File: src/rtl/onehot_rr_arbiter.sv
// Round-robin arbiter with one-hot and binary grant outputs.
// Owners hold while requesting, up to a burst limit when others wait.
module onehot_rr_arbiter #(
    parameter int N        = 8,
    parameter int IDX_W    = $clog2(N),
    parameter int MAX_HOLD = 16,
    parameter int CNT_W    = $clog2(MAX_HOLD + 1)
) (
    input  logic             clk,
    input  logic             rst_n,
    input  logic [N-1:0]     req,
    output logic [N-1:0]     grant,
    output logic [IDX_W-1:0] grant_idx,
    output logic             grant_valid,
    output logic             switch_pulse
);

    typedef enum logic {
        IDLE  = 1'b0,
        GRANT = 1'b1
    } state_t;

    state_t           state, state_d;
    logic [IDX_W-1:0] ptr, ptr_d;
    logic [CNT_W-1:0] hold_cnt, cnt_d;
    logic [N-1:0]     grant_d;
    logic [IDX_W-1:0] idx_d;
    logic             valid_d;
    logic             pulse_d;

    logic [N-1:0]     owner_mask;
    logic             others;
    logic             owner_req;
    logic             at_limit;
    logic [IDX_W-1:0] next_start;
    logic [IDX_W-1:0] w;

    // First requester at or after start, wrapping, optionally skipping excl.
    function automatic logic [IDX_W-1:0] pick(
        input logic [N-1:0]     r,
        input logic [IDX_W-1:0] start,
        input logic             use_excl,
        input logic [IDX_W-1:0] excl
    );
        logic [IDX_W-1:0] idx;
        logic             found;
        pick  = start;
        found = 1'b0;
        for (int k = 0; k < N; k++) begin
            idx = start + IDX_W'(k);
            if (!found && r[idx] && !(use_excl && idx == excl)) begin
                pick  = idx;
                found = 1'b1;
            end
        end
    endfunction

    assign owner_mask = N'(1) << grant_idx;
    assign others     = |(req & ~owner_mask);
    assign owner_req  = req[grant_idx];
    assign at_limit   = (hold_cnt == CNT_W'(MAX_HOLD));
    assign next_start = grant_idx + IDX_W'(1);

    // Next-state and next-output decision for the arbitration FSM.
    always_comb begin
        state_d = state;
        ptr_d   = ptr;
        cnt_d   = hold_cnt;
        grant_d = grant;
        idx_d   = grant_idx;
        valid_d = grant_valid;
        pulse_d = 1'b0;
        w       = '0;
        unique case (state)
            IDLE: begin
                grant_d = '0;
                valid_d = 1'b0;
                if (|req) begin
                    w       = pick(req, ptr, 1'b0, '0);
                    grant_d = N'(1) << w;
                    idx_d   = w;
                    valid_d = 1'b1;
                    pulse_d = 1'b1;
                    cnt_d   = CNT_W'(1);
                    state_d = GRANT;
                end
            end
            GRANT: begin
                unique case (1'b1)
                    (!owner_req || (at_limit && others)): begin
                        ptr_d = next_start;
                        if (others) begin
                            w       = pick(req, next_start, 1'b1, grant_idx);
                            grant_d = N'(1) << w;
                            idx_d   = w;
                            pulse_d = 1'b1;
                            cnt_d   = CNT_W'(1);
                        end else begin
                            grant_d = '0;
                            valid_d = 1'b0;
                            state_d = IDLE;
                        end
                    end
                    default: begin
                        if (!at_limit) begin
                            cnt_d = hold_cnt + CNT_W'(1);
                        end
                    end
                endcase
            end
            default: begin
                state_d = IDLE;
            end
        endcase
    end

    // State and registered outputs; synchronous reset drops any grant.
    always_ff @(posedge clk) begin
        if (!rst_n) begin
            state        <= IDLE;
            ptr          <= '0;
            hold_cnt     <= '0;
            grant        <= '0;
            grant_idx    <= '0;
            grant_valid  <= 1'b0;
            switch_pulse <= 1'b0;
        end else begin
            state        <= state_d;
            ptr          <= ptr_d;
            hold_cnt     <= cnt_d;
            grant        <= grant_d;
            grant_idx    <= idx_d;
            grant_valid  <= valid_d;
            switch_pulse <= pulse_d;
        end
    end

endmodule

File: config.mk
export PLATFORM = sky130hd
export DESIGN_NAME = onehot_rr_arbiter
export DESIGN_NICKNAME = d
export VERILOG_FILES = /design/src/rtl/onehot_rr_arbiter.sv
export SDC_FILE = /design/constraint.sdc
export NUM_CORES = 1
export LEC_CHECK = 0
export CAP_MARGIN = 20
export CORE_MARGIN = 2
export CORE_UTILIZATION = 50
export DETAILED_ROUTE_END_ITERATION = 16
export GPL_TIMING_DRIVEN = 0
export PLACE_DENSITY = 0.7
export REMOVE_ABC_BUFFERS = 1
export SYNTH_ARGS = -nofsm -noshare
export SYNTH_HDL_FRONTEND = slang
export SYNTH_SLANG_ARGS = --single-unit
File: constraint.sdc
create_clock -name clk -period 4.97 [get_ports clk]
set_input_delay 1.2425 -clock clk [delete_from_list [all_inputs] [get_ports clk]]
set_output_delay 1.2425 -clock clk [all_outputs]
set_load 0.005 [all_outputs]
* Word level (Yosys, flattened, before mapping) *
Cells that the tools add are included.

operators by class
  reduce and logical (&&, ||, !) cells = 53
  muxes and demuxes = 124
  shift operators = 3
  equality and inequality tests = 15
  $add $sub $neg = 16
  order comparisons = 17
  bitwise logic cells = 3

operator list
  cell                                                                          count
  1-bit 2-to-1 mux                                                              72
  3-bit by 4-bit less-than comparator with 1-bit output, second input constant  17
  3-bit 2-to-1 mux                                                              22
  1-bit binary-select mux with 3-bit select                                     17
  3-bit adder, second input constant                                            8
  3-bit == test                                                                 8
  8-bit 2-to-1 mux                                                              3
  1-bit by 3-bit << shifter with 8-bit output, first input constant             3
  1-bit logical AND                                                             23
  1-bit zero test                                                               23
  5-bit 2-to-1 mux                                                              4
  8-bit one-hot mux with 2 select lines                                         1
  8-bit OR reduction                                                            2
  3-bit by 2-bit adder with 3-bit output, second input constant                 4
  5-bit one-hot mux with 2 select lines                                         1
  3-bit by 1-bit adder with 3-bit output, second input constant                 3
  8-bit bitwise AND                                                             1
  8-bit inverter                                                                1
  1-bit one-hot mux with 2 select lines                                         3
  3-bit one-hot mux with 2 select lines                                         1
  3-bit AND reduction                                                           2
  5-bit by 1-bit adder with 5-bit output, second input constant                 1
  5-bit == test, second input constant                                          1
  2-bit by 1-bit inequality test with 1-bit output, second input constant       2
  other kinds (6)                                                               8

storage, ports and cells
  register bits = 22

* Depth between registers and ports, before layout *
Gate-level depths: netlist (run 1).

  depth in word-level cells = 61
  depth in mapped cells = 15

* Worst setup path after synthesis (run 1) *
Ideal clock, no wire load.

  path kind = register -> register
  start = register grant_idx[0]
  end = register grant[5]
  arrival = 3.769 ns
  period minus slack after synthesis = 3.848 ns
  stages on the path, launching flop included = 16
  required time = 4.891 ns
  setup slack = 1.122 ns
  cells stage by stage = dfxtp_1 buf_6 buf_6 buf_2 inv_1 ha_1 buf_2 mux4_2 a22oi_4 nand3_2 or4b_1 buf_2 a21o_1 a2bb2oi_1 or3b_1 o211ai_1

between the ends
  cells in the longest elaborated chain, start to end = 61
  elaborated cells on any way between the ends = 114

RTL lines
  what                                                                        RTL line  source
  start, declared                                                             13        output logic [IDX_W-1:0] grant_idx,
  start signal, assigned                                                      132       grant_idx <= idx_d;
  3-bit by 1-bit adder with 3-bit output *                                    62        assign next_start = grant_idx + IDX_W'(1);
  named net next_start[0]                                                     35        logic [IDX_W-1:0] next_start;
  1-bit binary-select mux with 3-bit select or 3-bit == test (tied branches)  51        if (!found && r[idx] && !(use_excl && idx == excl)) begin
  1-bit 2-to-1 mux (not written as such) or 1-bit zero test (tied branches)   51
  1-bit logical AND                                                           51
  1-bit 2-to-1 mux                                                            51
  1-bit 2-to-1 mux                                                            92        if (others) begin
  1-bit 2-to-1 mux                                                            89        unique case (1'b1)
  (+46 left out)                                                              n/a
  3-bit 2-to-1 mux *                                                          51
  3-bit 2-to-1 mux *                                                          92
  3-bit 2-to-1 mux *                                                          89
  3-bit 2-to-1 mux *                                                          74        unique case (state)
  1-bit by 3-bit << shifter with 8-bit output *                               94        grant_d = N'(1) << w;
  8-bit 2-to-1 mux *                                                          92
  8-bit 2-to-1 mux *                                                          89
  8-bit one-hot mux with 2 select lines *                                     74
  end signal, assigned                                                        131       grant <= grant_d;
  end, declared                                                               12        output logic [N-1:0] grant,

The timed path passes the listed nets; every way through them passes the cells marked *. The select of a mux whose other input is x is not followed.
A chain may end at the register's enable or synchronous reset.

* Worst setup path after layout (run 1) *
  start = input req[6]
  end = register grant[7]

between the ends
  cells in the longest elaborated chain, start to end = 60
  elaborated cells on any way between the ends = 151

RTL lines
  what                                         RTL line  source
  start, declared                              11        input logic [N-1:0] req,
  1-bit binary-select mux with 3-bit select    51
  1-bit 2-to-1 mux (not written as such)       51
  1-bit logical AND                            51
  1-bit 2-to-1 mux                             51
  1-bit 2-to-1 mux                             92
  1-bit 2-to-1 mux                             89
  1-bit 2-to-1 mux                             74
  1-bit zero test                              51
  (+44 left out)                               n/a
  3-bit 2-to-1 mux                             51
  3-bit 2-to-1 mux                             92
  3-bit 2-to-1 mux                             89
  3-bit 2-to-1 mux                             74
  1-bit by 3-bit << shifter with 8-bit output  94
  8-bit 2-to-1 mux                             92
  8-bit 2-to-1 mux                             89
  8-bit one-hot mux with 2 select lines        74

Parallel ways exist; a longest one is shown, timed or not. The select of a mux whose other input is x is not followed.

==> metrics, run 1 <==
Final Skew=around 0.0066 ns; GRT overflow=0; Core Rows=29; area post-placement=0.00349 mm^2; Adder-Cell Fraction of Synth Area=around 3.8%; Residual DRC=0; Post-synth ARST share=0%; RSZ-0062 raised after global routing=false; worst-path fanout max=19; crit path cell chain=clkdlybuf4s50_1 > mux2i_1 > mux4_2 > a32oi_1 > o22a_1 > nor3_1 > o32ai_1 > nor3_1 > a221o_1; Vias/cell=~7; DR top layer=met4; DPL Wire Length=roughly 6200 um; status=finished, final reports clean; Static Leakage=roughly 1.3 nW; CTS H-tree depth=1; share of layout cells above drive strength 1=a little over an eighth; slew at the pin closest to its max-slew limit=just over 0.8 ns; Post-Syn Area=about 0.0033 mm^2; Setup TNS=0 ns; Post-synth EDFFs=0; setup violators final=0; met2 WL=between 3000 and 4000 um; met3 wire length=about 600 um; fin nets=between 400 and 500; Post-CTS Setup Inserts=0; commonest non-fill, non-tap cell in the layout=nor2_1; Mean Syn Cell Area=roughly 8.5 um^2; most frequent cells in the layout=nor2_1 (30), nand2_1 (29), mux4_2 (25), mux2i_1 (22), clkdlybuf4s50_1 (22); largest net degree at the start of global routing=23; root buf cell=clkbuf_8; multiplexer share of the synthesized area=28.1%; Req. time, crit path=5.13 ns; hold_ws=around 0.48 ns; Post-CTS Hold Buffers=0; Synth warnings=0; Critical Path Start Type=primary input; top cell type's share of synthesized area=around 17%; Peak VDD IR=0.000411 V; WL final=roughly 8500 um; Setup CP Type=primary input to flop; Non-Filler Instances=~460; Yosys reg bits=22; Hold Path Class=flop to flop; CP dominant cell by count=nor3_1; Crit path arrival time=4.71 ns; DR vias=roughly 3,200; min cycle time layout=4.54 ns; max_slew headroom=between 40% and 50%; I/O Pins=23; largest family of logic cells by synthesized area=multiplexers; xor/xnor share of the synthesized area=between 4 and 5%; antenna violations before repair=0; top cells by area, synth=mux4_2 (17%), dfxtp_1 (13%), mux2i_1 (6.7%); Seq/Total Area, Yosys=between 10% and 20%; first-pass GRT wire length=14,400 um; Metal-1 WL=slightly below 4000 um; clock tree sinks=22; Yosys cell types=70; cts bufs inserted=3; fmax=0.220 GHz; cts repair resizes=0; Power Density=668 mW/mm^2; Crit-path slowest cell=clkdlybuf4s50_1; Worst-Skew Late Latency=0.27 ns; max-slew violation count=0; Total Power=2.38 mW; MaxCap Viol Count=0; # port buffers=22; Synth area leader=mux4_2; area growth from synthesis to layout=9.02%; Final Cell Area=approximately 0.0036 mm^2; leading register cell type out of synthesis=dfxtp_1; Placed Cells=459; Critical Path End Type=flop; GR Util All Layers=a little under a quarter; CP bufs+invs=1; Core Footprint=about 0.0063 mm^2; GPL Wtd Cong=just under 1; simple-gate share of the synthesized area=23.5%; Reg clk slew, reported paths=roughly 0.08 ns; CP delay by family, top=compound AO/OA/AOI/OAI gates; fin crit share=between 90% and 100%; initial drt markers=between 300 and 400; die height=about 85 um; die width=between 80 and 90 um; initial core utilization=51.5%; Synth Area in Compound Gates=a little over a fifth; Antenna Cells=0; die area=between 0.007 and 0.008 mm^2; fillcell total=595; Hold Violations, Final=0; number of global-route vias before repair=between 2,000 and 3,000; CTS tree=done; wire per inst=18.4 um; Mapped Cells=between 300 and 400; Routed Antenna Nets=0; drt first pass iters=5; CTS max path bufs=2; Crit path largest cell delay=just under 0.9 ns
cell families after synthesis:
kind of cell / count (synthesis)
and+or+nand+nor: 145
muxes: 59
buffers and inverters: 46
AOI/OAI and AO/OA: 92
xor gates and xnor gates: 12
adders and majority gates: 10
DFF: 22
path summary, 6_finish.rpt:
kind         depth (start not counted)  startpoint  slack (ns)        to
max reg2reg                         10      ptr[1]        0.47  grant[7]
max                                  9      req[6]        0.43  grant[7]
min                                  2    grant[3]        0.48  grant[3]
min reg2reg                          2    grant[3]        0.48  grant[3]
Yosys cell counts, types with 2 or more instances:
cell,count
inv_1,19
a22oi_1,2
nor2_1,30
nor3_1,14
dfxtp_1,22
and4_1,2
xor2_1,6
clkbuf_1,16
nor2b_1,7
a211oi_1,3
or3b_1,2
o21ai_0,10
a21oi_1,16
buf_2,8
a31oi_1,11
nand3_1,14
nand2_1,29
and3_1,6
o2bb2ai_1,3
o221ai_1,4
o2111ai_1,2
xnor2_1,3
a32oi_1,3
nor4_1,3
o22ai_1,2
a311oi_1,2
mux2i_1,22
o211ai_1,9
buf_6,2
and2_1,3
a221o_1,2
or3_1,3
a21boi_0,2
a21o_1,2
mux2_2,12
nand2b_1,8
or4_1,2
nor3b_1,2
mux4_2,25
nand4_1,10
nand4b_1,2
o22a_1,3
a2bb2oi_1,2
ha_1,10
state kept, by name, indices dropped and copies added (netlist names):
signal,cells
grant,8
grant_idx,3
grant_valid,1
hold_cnt,5
ptr,3
state,1
switch_pulse,1
routing by layer:
metal | up-vias | global-route usage [%]
li1 | 1505 | -
met1 | 1500 | 36.3
met2 | 153 | 38.8
met3 | 7 | 1.07
met4 | 0 | 2.89
met5 | - | 0
final cells by class:
class	instances	area, um^2	area share, %
Sequential cell	22	442	12.4
Tap cell	77	96.3	2.70
Multi-Input combinational cell	318	2640	74.0
Clock inverter	1	30.0	0.842
Inverter	19	71.3	2.00
Clock buffer	3	41.3	1.16
Timing Repair Buffer	23	248	6.94
tightest hold or removal path, cell delays in order (launching register included):
cell	delay, ns
dfxtp_1	0.33
nand2_1	0.06
o221ai_1	0.06
per-stage QoR:
stage	worst slack (ns)	utilization, %
2_1_floorplan	0.435	-
3_3_place_gp	-0.341	54.5
3_5_place_dp	0.0980	55.0
4_1_cts	0.0854	56.1
5_1_grt	0.207	56.2
6_report	0.425	56.2
report_power, final:
part | switching (mW) | leakage [nW] | internal, mW
registers | 0.0917 | 0.181 | 0.222
logic | 1.06 | 1.04 | 0.837
clock network | 0.0604 | 0.0357 | 0.108
Note: power is estimated with default switching activity, not from simulation.
==> run 2, diff against run 1 <==
- CAP_MARGIN: 20 -> default
- CTS_CLUSTER_DIAMETER: default -> 80
==> metrics, run 2 (synthesized netlist as in run 1, its figures left out) <==
status=finished, final reports clean (unchanged); area growth from synthesis to layout=7.72% (was 9.02%); met3 wire length=521 um (was 603 um); GRT overflow=0 (unchanged); Top reg by flops=grant (unchanged); DR top layer=met4 (unchanged); hold_ws=0.474 ns (was 0.476 ns); max-slew violation count=0 (unchanged); Hold Violations, Final=0 (unchanged); Crit path arrival time=4.77 ns (was 4.71 ns); Hold Path Class=flop to flop (unchanged); CTS H-tree depth=1 (unchanged); Post-CTS Hold Buffers=0 (unchanged); root buf cell=clkbuf_8 (unchanged); P_sw=1.21 mW (was 1.22 mW); Power Density=660 mW/mm^2 (was 668 mW/mm^2); GPL Wtd Cong=0.973 (unchanged); Hold Crit Depth=2 (unchanged); Residual DRC=0 (unchanged); Sw Share=52.2% (was 51.0%); R2R setup slack=0.39 ns (was 0.47 ns); fin crit share=92.1% (was 91.4%); Top Registers=grant: 8 flops, hold_cnt: 5 flops (unchanged); Hold Path End=grant[5] (was grant[3]); Worst-Skew Late Latency=0.27 ns (about the same); Reg power frac=14.6% (was 13.2%); die width=84.9 um (unchanged); Critical Path End Type=flop (unchanged); initial drt markers=327 (was 395); first-pass GRT wire length=14,300 um (was 14,400 um); combinational power share=79.6% (was 79.8%); Req. time, crit path=5.16 ns (was 5.13 ns); WL final=8570 um (was 8510 um); met2 WL=3940 um (was 3950 um); fmax=0.218 GHz (was 0.220 GHz); largest net degree at the start of global routing=29 (was 23); area of the multi-input gates=0.00264 mm^2 (unchanged); GR Util All Layers=23.7% (was 23.8%); clock tree sinks=22 (unchanged); Critical Path Start Type=flop (was primary input); MaxCap Viol Count=0 (unchanged); most frequent cells in the layout=nor2_1 (30), nand2_1 (29), mux4_2 (25), mux2i_1 (22), clkdlybuf4s50_1 (22) (unchanged); area post-placement=0.00346 mm^2 (was 0.00349 mm^2); Setup CP Type=flop to flop (was primary input to flop); clock power share=5.7% (was 7.1%); CTS tree=done (unchanged); Worst R2R Path Depth=10 (unchanged); number of global-route vias before repair=2,927 (was 2,895); max_slew headroom=45.4% (was 45.6%); Peak VDD IR=0.000403 V (was 0.000411 V); fillcell total=591 (was 595); Antenna Cells=0 (unchanged); min cycle time layout=4.58 ns (was 4.54 ns); antenna violations before repair=0 (unchanged); Reg-to-Reg End=grant[2] (was grant[7]); commonest non-fill, non-tap cell in the layout=nor2_1 (unchanged); DR vias=3,193 (was 3,165); worst-path fanout max=28 (was 19); die height=84.9 um (unchanged); slew at the pin closest to its max-slew limit=0.818 ns (was 0.814 ns); drt first pass iters=4 (was 5); share of layout cells above drive strength 1=13.2% (about the same); Register Area=443 um^2 (was 442 um^2); dpl ws=-0.388 ns (was 0.0980 ns); DPL Wire Length=6210 um (was 6230 um); Vias/cell=6.91 (was 6.84); Final Skew=0.00823 ns (was 0.00659 ns); Routed Antenna Nets=0 (unchanged); RSZ-0062 raised after global routing=false (unchanged); CTS max path bufs=2 (unchanged); Reg clk slew, reported paths=0.09 ns (was 0.08 ns); Core Rows=29 (unchanged); Static Leakage=1.24 nW (was 1.26 nW); Setup TNS=0 ns (unchanged); Hold Startpoint=grant[5] (was grant[3]); cts bufs inserted=3 (unchanged); max FFs per register=8 (unchanged); Final WS setup=0.391 ns (was 0.425 ns); Core Footprint=0.00635 mm^2 (unchanged); setup violators final=0 (unchanged); r2r startpoint=grant_idx[0] (was ptr[1]); initial core utilization=51.5% (unchanged); fin nets=406 (was 407); P_int=1.11 mW (was 1.17 mW); I/O Pins=23 (unchanged); Final Cell Area=0.00352 mm^2 (was 0.00357 mm^2); die area=0.00721 mm^2 (unchanged); # port buffers=22 (unchanged); wire per inst=18.6 um (was 18.4 um); Metal-1 WL=4030 um (was 3900 um)
==> run 2: cell types whose count changed in the layout (fill, tap and decap cells not counted) <==
cell	before	now
dfxtp_1	21	20
dfxtp_2	1	2
bufinv_16	1	0
clkbuf_8	3	4
buf_16	1	0
==> run 2: worst max-delay path: stages, from the launching register on <==
cell and delay [ns]:
dfxtp_2 0.81, inv_1 0.30, ha_2 0.72, mux4_2 0.62, mux2i_1 0.24, nor3_1 0.10
o311a_1 0.37, or4_1 0.56, o211ai_1 0.18, or3b_1 0.41, o221ai_1 0.18
==> run 2: worst max path at each step <==
stage	cells past startpoint	start	endpoint
floorplan	10	grant_idx[0]	grant[0]
detailed placement	10	grant_idx[0]	grant[2]
global placement	10	grant_idx[0]	grant[0]
CTS	10	ptr[0]	grant[7]
finish	10	grant_idx[0]	grant[2]
global route	10	grant_idx[0]	grant[2]
==> run 2: repair_timing <==
| item | CTS | global route |
|---|---|---|
| cloned | 0 | 0 |
| pin swaps | 0 | 0 |
| setup endpoints to repair | 10 | 9 |
| endpoints found under the hold margin | 0 | 0 |
| resized for setup | 1 | 3 |
| setup buffers | 0 | 0 |
==> run 2: through the flow <==
step	std cells	power, mW	util, %
after detailed placement	458	2.15	54.5
after global placement	458	2.12	54.5
after floorplan	359	1.72	-
after global routing	462	2.51	55.5
final	462	2.33	55.5
after CTS	462	2.28	55.4
==> run 2: cell type report <==
class	instances	share of cell area, %
multi-input cells	318	74.9
inverters	19	2.02
flip-flops and latches	22	12.6
clock buffers	4	1.56
well taps	77	2.73
repair buffers	22	6.25
==> run 2: routing by layer <==
layer | vias to the layer above | GRT usage, %
li1 | 1497 | -
met1 | 1534 | 36.0
met2 | 152 | 37.6
met3 | 10 | 1.65
met4 | 0 | 4.33
met5 | - | 0
==> run 2: power groups by stage <==
stage / combinational (mW) / sequential (mW) / clock [mW]
detailed placement: 1.80 / 0.346 / 0
CTS: 1.81 / 0.343 / 0.132
global placement: 1.77 / 0.343 / 0
global route: 2.02 / 0.357 / 0.136
floorplan: 1.40 / 0.320 / 0
finish: 1.85 / 0.340 / 0.134
==> patch, RTL diff (config.mk and constraints of run 2) <==
The parameter `MAX_HOLD` goes from 16 to 32.
--- a/src/rtl/onehot_rr_arbiter.sv
+++ b/src/rtl/onehot_rr_arbiter.sv
@@ -3,7 +3,7 @@
 module onehot_rr_arbiter #(
     parameter int N        = 8,
     parameter int IDX_W    = $clog2(N),
-    parameter int MAX_HOLD = 16,
+    parameter int MAX_HOLD = 32,
     parameter int CNT_W    = $clog2(MAX_HOLD + 1)
 ) (
     input  logic             clk,
Behaviour: same outputs for any inputs over 10 cycles, from zero or initial values and one cycle with rst_n low; that may be too few to reach the edited logic, so the function may still have changed.
==> patch against run 2 <==
  * Sequential share of layout area shrank 0.20 points
  * Total power up 13%
  * Largest power group unchanged
  * Register-to-register slack better by 0.16 ns
  * Design area is 6.8% higher
  * Synthesized area grew 8.6%
  * Hold slack worse by 0.0031 ns
  * Final cell count up 7.8%
  * Critical path type is now input port to flip-flop
  * Setup slack worse by 0.11 ns
  * Count of clock-buffer cells in the layout did not move
  * Sequential cell count up 1
  * Routed wire length is 1.7% higher
==> patch: results (changes against run 2) <==
The final non-filler cell total came to 498 (+7.8%). The detailed router's first-iteration violation count is 196 (-40%). The cell count after placement was 494 (+7.9%). The worst clock skew is 0.00675 ns (-0.00148 ns).

The number of distinct library cells after synthesis came out at 81 (+16%). The total routing resource utilization after global routing came out at 0.230 (-0.00649). The depth of the worst register-to-register path is 11 (+1).

The number of nets in the layout was 424 (+4.4%). The worst setup slack before clock tree synthesis came to -0.262 ns (+0.126 ns). The total wire length is 8720 µm (+1.7%). The first-pass GRT wire length came out at 14,600 µm (+2.2%). The maximum number of pins on one net before global-route repair is 38 (+31%).

The number of fillers in the final layout came out at 661 (+12%). The final estimated routing congestion in global placement is 0.873 (-10%). The largest registers in the layout are grant (8), hold_cnt (6). The number of instances on the worst hold path was 1 (-1). The largest fanout of any net on the critical path came out at 19 (-32%). The switching power as a share of total power came out at 0.525 (+0.00260). The run finished with clean final reports.

The data arrival at the endpoint of the critical path came out at 4.85 ns (+0.08 ns). The share of synthesized area occupied by flip-flops and latches came to 0.130 (-0.00498). The worst ir drop on vdd came to 0.359 mV (-11%). The proportion of synthesized area in mux cells came out at 0.262 (-0.0186). By count the netlist is led by 38 x sky130_fd_sc_hd__nand2_1, 33 x sky130_fd_sc_hd__nor2_1, 28 x sky130_fd_sc_hd__mux2i_1. The instance area at placement came out at 3700 µm² (+6.8%).

The fraction of final layout cells with drive strength greater than 1 is 0.147 (+0.0143). The number of vias per cell after detailed routing is 6.50 (-6.0%).
## patch: cell count changes in the layout (fill, tap and decap cells not counted), sizes merged, moves of 6 or more
cell,change
mux2i,+8
nand2,+9
nand3,-7
nor3,-6
o21ai,+8
## patch: kinds of logic (layout without fill, tap and decap cells)
group           Yosys count  count (layout)
buf+inv                  57              48
xor+xnor                 18              18
mux                      62              62
compound gates          103             103
fa+ha+maj                11              11
simple gates            137             137
flops                    23              23
## patch: stage by stage
step	total power, µW	TNS (ns)
2_1_floorplan	2020	0
3_3_place_gp	2440	-6.13
3_5_place_dp	2480	-0.889
4_1_cts	2600	0
5_1_grt	2840	0
6_report	2630	0
## patch: final timing paths
check / start / endpoint / slack [ns]
setup / recovery: req[0] / grant[0]$_SDFFE_PN0P_ / 0.28
hold / removal: grant[5]$_SDFFE_PN0P_ / grant[5]$_SDFFE_PN0P_ / 0.47
setup reg to reg: ptr[0]$_SDFFE_PN0P_ / grant[0]$_SDFFE_PN0P_ / 0.55
hold reg to reg: grant[5]$_SDFFE_PN0P_ / grant[5]$_SDFFE_PN0P_ / 0.47
## patch: layout make-up
cell class / instances / area (µm²) / share of cell area
sequential: 23 / 465 / 0.124
tap: 96 / 120 / 0.0319
timing repair buffer: 22 / 223 / 0.0592
multi-input combinational: 331 / 2830 / 0.751
clock buffer: 4 / 45.0 / 0.0120
inverter: 22 / 82.6 / 0.0219
## patch: timing repair
item	in CTS	in global routing
cloned	0	0
setup endpoints to repair	9	4
resized for setup	3	3
## patch: power groups by stage
stage / Combinational [µW] / Clock, µW / Sequential (µW)
2_1_floorplan: 1700 / 0 / 328
3_3_place_gp: 2090 / 0 / 350
3_5_place_dp: 2120 / 0 / 353
4_1_cts: 2140 / 118 / 349
5_1_grt: 2350 / 124 / 366
6_report: 2160 / 114 / 349
## patch: worst max-delay path, stage by stage
cell                              delay (ns)
sky130_fd_sc_hd__clkdlybuf4s50_1        0.81
sky130_fd_sc_hd__mux4_2                 0.64
sky130_fd_sc_hd__mux2i_1                0.41
sky130_fd_sc_hd__mux2i_1                0.20
sky130_fd_sc_hd__nor3_1                 0.37
sky130_fd_sc_hd__and3_1                 0.24
sky130_fd_sc_hd__a2bb2oi_1              0.07
sky130_fd_sc_hd__o21ai_1                0.36
sky130_fd_sc_hd__and3b_1                0.25
sky130_fd_sc_hd__a211o_1                0.25
## patch: routing by layer
metal,global-route usage,routed length [µm],vias up
li1,-,-,1551
met1,0.308,3850,1594
met2,0.401,4430,82
met3,0.0215,318,10
met4,0.0606,110,0
met5,0,0,-
